### src/rtl/soc_ram_arbiter.sv
// Two-master (CPU/DMA) arbiter and bridge onto the single-port data RAM.
// DMA has priority; the CPU is force-granted after MAX_WAIT contested losses.
module soc_ram_arbiter #(
    parameter int ADDR_MSB = 6,
    parameter int MEM_SIZE = 256,
    parameter int MAX_WAIT = 4
) (
    input  logic                mclk,
    input  logic                puc_rst,
    input  logic                cpu_req,
    input  logic [ADDR_MSB:0]   cpu_addr,
    input  logic [1:0]          cpu_we,
    input  logic [15:0]         cpu_wdata,
    output logic                cpu_gnt,
    output logic                cpu_rvalid,
    output logic [15:0]         cpu_rdata,
    output logic                cpu_rerr,
    input  logic                dma_req,
    input  logic [ADDR_MSB:0]   dma_addr,
    input  logic [1:0]          dma_we,
    input  logic [15:0]         dma_wdata,
    output logic                dma_gnt,
    output logic                dma_rvalid,
    output logic [15:0]         dma_rdata,
    output logic                dma_rerr,
    output logic [ADDR_MSB:0]   ram_addr,
    output logic                ram_cen,
    output logic [15:0]         ram_din,
    output logic [1:0]          ram_wen,
    input  logic [15:0]         ram_dout
);

    typedef enum logic [1:0] {OWN_NONE, OWN_CPU, OWN_DMA} owner_t;

    localparam int         WORDS    = MEM_SIZE / 2;
    localparam logic [3:0] WAIT_LIM = 4'(MAX_WAIT);

    logic [3:0]        wait_cnt;
    owner_t            rd_owner;
    logic              rd_oor;

    logic              cpu_win;
    logic              dma_win;
    logic              win_any;
    logic [ADDR_MSB:0] win_addr;
    logic [1:0]        win_we;
    logic [15:0]       win_wdata;
    logic              win_in_range;

    always_comb begin
        cpu_win = 1'b0;
        dma_win = 1'b0;
        if (!puc_rst) begin
            if (cpu_req && dma_req) begin
                cpu_win = (wait_cnt == WAIT_LIM);
                dma_win = !cpu_win;
            end else begin
                cpu_win = cpu_req;
                dma_win = dma_req;
            end
        end
    end

    always_comb begin
        win_addr  = '0;
        win_we    = 2'b00;
        win_wdata = 16'h0000;
        if (cpu_win) begin
            win_addr  = cpu_addr;
            win_we    = cpu_we;
            win_wdata = cpu_wdata;
        end else if (dma_win) begin
            win_addr  = dma_addr;
            win_we    = dma_we;
            win_wdata = dma_wdata;
        end
    end

    assign win_any      = cpu_win || dma_win;
    assign win_in_range = ({{(31-ADDR_MSB){1'b0}}, win_addr} < 32'(WORDS));

    assign cpu_gnt  = cpu_win;
    assign dma_gnt  = dma_win;
    // Out-of-range accesses are granted so the master never stalls, but the RAM stays disabled.
    assign ram_cen  = !(win_any && win_in_range);
    assign ram_wen  = win_any ? ~win_we : 2'b11;
    assign ram_addr = win_addr;
    assign ram_din  = win_wdata;

    always_ff @(posedge mclk or posedge puc_rst) begin
        if (puc_rst) begin
            wait_cnt <= 4'd0;
            rd_owner <= OWN_NONE;
            rd_oor   <= 1'b0;
        end else begin
            if (!cpu_req || cpu_win) begin
                wait_cnt <= 4'd0;
            end else if (wait_cnt < WAIT_LIM) begin
                wait_cnt <= wait_cnt + 4'd1;
            end

            if (win_any && (win_we == 2'b00)) begin
                rd_owner <= cpu_win ? OWN_CPU : OWN_DMA;
                rd_oor   <= !win_in_range;
            end else begin
                rd_owner <= OWN_NONE;
                rd_oor   <= 1'b0;
            end
        end
    end

    assign cpu_rvalid = (rd_owner == OWN_CPU) && !puc_rst;
    assign dma_rvalid = (rd_owner == OWN_DMA) && !puc_rst;
    assign cpu_rerr   = cpu_rvalid && rd_oor;
    assign dma_rerr   = dma_rvalid && rd_oor;
    assign cpu_rdata  = (cpu_rvalid && !rd_oor) ? ram_dout : 16'h0000;
    assign dma_rdata  = (dma_rvalid && !rd_oor) ? ram_dout : 16'h0000;

endmodule

### config.mk
export PLATFORM = sky130hd
export DESIGN_NAME = soc_ram_arbiter
export DESIGN_NICKNAME = d
export VERILOG_FILES = /design/src/rtl/soc_ram_arbiter.sv
export SDC_FILE = /design/constraint.sdc
export NUM_CORES = 1
export LEC_CHECK = 0
export CORE_UTILIZATION = 23
export DETAILED_ROUTE_END_ITERATION = 6
export GPL_TIMING_DRIVEN = 0
export PLACE_DENSITY = 0.88
export REMOVE_ABC_BUFFERS = 1
export SKIP_LAST_GASP = 1
export SLEW_MARGIN = 20
export SYNTH_ARGS = -nofsm -noshare
export SYNTH_HDL_FRONTEND = slang
export SYNTH_SLANG_ARGS = --single-unit
### constraint.sdc
create_clock -name mclk -period 1.9 [get_ports mclk]
set_input_delay 0.19 -clock mclk [delete_from_list [all_inputs] [get_ports mclk]]
set_output_delay 0.19 -clock mclk [all_outputs]
set_load 0.05 [all_outputs]
==> results.sh <==
export IMPL_core_um2=3440
export IMPL_fin_area_um2=2430
export IMPL_num_nets_final=321
export IMPL_crit_family="compound AO/OA/AOI/OAI gates"
export IMPL_arrival_ns=1.80
export IMPL_layout_common_cells="clkdlybuf4s50_1, and2_1, dlygate4sd2_1, buf_6, a22o_1"
export IMPL_hold_viol=0
export IMPL_drc=0
export IMPL_place_area_um2=2160
export IMPL_synth_ff_type="dfrtp_1"
export IMPL_timing_critical_path_mode_cell="buf_6"
export IMPL_drtPass1Iterations=4
export IMPL_die_w_um=63.0
export IMPL_grt_pass1_vias=1340
export IMPL_cp_end_kind="primary output"
export IMPL_slowest_delay_ns=0.37
export IMPL_area_growth_synth_to_final_pct=185
export IMPL_start_kind="register"
export IMPL_ys_types=26
export IMPL_synthCells=101
export IMPL_cts_root_buf="clkbuf_8"
export IMPL_yosysSeqAreaShare_pct=17.6
export IMPL_fmax_ghz=0.503
export IMPL_rsz0062_at_grt="true"
export IMPL_grtUsageTotal_pct=19.7
export IMPL_max_slew_margin_pct=62.3
export IMPL_fin_crit_sh_pct=105
export IMPL_hp_class="in -> async"
export IMPL_ios=134
export IMPL_fill_cells=297
export IMPL_fin_crit_ns=1.99
export IMPL_synth_edff_count=0
export IMPL_ir_drop_v=0.000212
export IMPL_h_tree_depth=1
export IMPL_vias=1402
export IMPL_tritoncts="done"
export IMPL_p_leak_uw=0.00122
export IMPL_viasPerCell=4.78
export IMPL_syn_area_per_cell_um2=8.46
export IMPL_dp_final_hpwl_um=2810
export IMPL_async_flop_share_pct=100
export IMPL_synth_seq_cells=6
export IMPL_final_util_pct=70.7
export IMPL_clkSlewWorstSetupHoldPaths_ns=0.04
export IMPL_drt_wl_total_um=4120
export IMPL_yosys_warnings=0
export IMPL_layout_commonest_cell="clkdlybuf4s50_1"
export IMPL_grt_max_degree=16
export IMPL_grt_pass1_wl_um=6240
export IMPL_n_antenna_cell=0
export IMPL_crit_buf_inv=3
export IMPL_clock_latency_ns=0.22
export IMPL_place_ws_ns=-1.09
export IMPL_drive_gt1_share_pct=25.9
export IMPL_crit_slowest_cell="dfrtp_1"
export IMPL_die_h_um=63.0
export IMPL_max_cap_violations=0
export IMPL_cts_buffers=3
export IMPL_slew_viol_final=0
export IMPL_die_area_um2=3960
export IMPL_worst_path_max_fanout=7
export IMPL_setup_ws_ns=-0.0883
export IMPL_cts_path_max_buffers=2
export IMPL_cp_data_required_time_ns=1.71
export IMPL_antenna_left=0
export IMPL_setup_viol=13
export IMPL_tightest_slew_ns=0.565
export IMPL_criticalPathCategory="reg -> out"
export IMPL_crit_chain="inv_1 -> ha_2 -> nand3b_4 -> buf_6 -> o211a_4 -> a22o_1 -> buf_6"
export IMPL_cts_hold_buf=0
export IMPL_numClockSinks=6
export IMPL_finClkSkew_ns=0.00110
export IMPL_syn_cell_area_um2=855
export IMPL_status="finished, violations left"
export IMPL_place_gp_congestion=0.759
export IMPL_drt_initial_drc_count=32
export IMPL_grt_overflow_total=0
export IMPL_start_util_pct=24.8
export IMPL_rows=21
export IMPL_violations="setup timing"
export IMPL_portBuffers=131
export IMPL_antenna_found_initial=0
export IMPL_routedWlPerCell_um=14.1
export IMPL_power_density_nw_per_um2=372
## cell usage after synthesis (3+ instances only)
cell / n / area (um2)
a22o_1: 23 / 201
and2_1: 32 / 200
buf_2: 3 / 15.0
buf_6: 3 / 33.8
dfrtp_1: 6 / 150
inv_1: 5 / 18.8
## metrics by stage
step	hold WS (ns)	power, uW	instances	TNS [ns]
floorplan	-0.00260	401	92	-23.29
global placement	0.540	647	269	-57.51
detailed placement	0.553	654	269	-51.02
CTS	0.145	881	290	-0.929
global route	0.177	946	293	-2.12
finish	0.158	905	293	-0.783
## timing repair
action                                  CTS  global route
pin swaps                                 5             5
gates cloned                              4             0
setup buffers                            14             3
gates resized for setup                 217            31
endpoints found under the setup margin   62            32
## cell type report
cell class	instances	area (um2)	area share [%]
tap	46	57.6	2.36
timing repair buffer	148	1440	59.0
sequential	6	150	6.17
multi-input combinational	84	726	29.8
inverter	6	22.5	0.925
clock buffer	3	41.3	1.70
## kinds of logic after synthesis
kind of cell / Yosys count / synth area share [%]
compound gates: 31 / 31.6
xor+xnor: 1 / 1.03
fa+ha+maj: 2 / 2.93
buf+inv: 16 / 11.0
flops: 6 / 17.6
mux: 1 / 1.17
other cells: 1 / 0.439
simple gates: 43 / 34.3
## sequential cells by signal (all words and copies together), names as in the netlist
| register | flops |
|---|---|
| rd_owner | 2 |
| wait_cnt | 4 |
## metal layers
metal / global-route usage, % / share of wire, % / vias to the layer above
met5: 0 / 0 / -
met3: 5.47 / 10 / 4
met1: 18.2 / 34 / 628
met2: 40.5 / 55 / 107
li1: - / - / 663
met4: 5.81 / 0.61 / 0
## power by group
| group | switching (uW) | internal, uW | total [uW] |
|---|---|---|---|
| Clock | 49.8 | 136 | 186 |
| Combinational | 298 | 279 | 577 |
| Sequential | 5.73 | 137 | 142 |
## final timing paths
check	from	slack, ns	end	cells past startpoint
max	wait_cnt[1]	-0.09	ram_din[15]	7
min	puc_rst	0.16	wait_cnt[2]	2
max reg2reg	wait_cnt[1]	0.04	rd_owner[1]	7
min reg2reg	wait_cnt[3]	0.60	wait_cnt[3]	2
max in group asynchronous	puc_rst	1.54	wait_cnt[1]	2
min in group mclk	wait_cnt[3]	0.60	wait_cnt[3]	2
(Power assumes the default switching activity.)
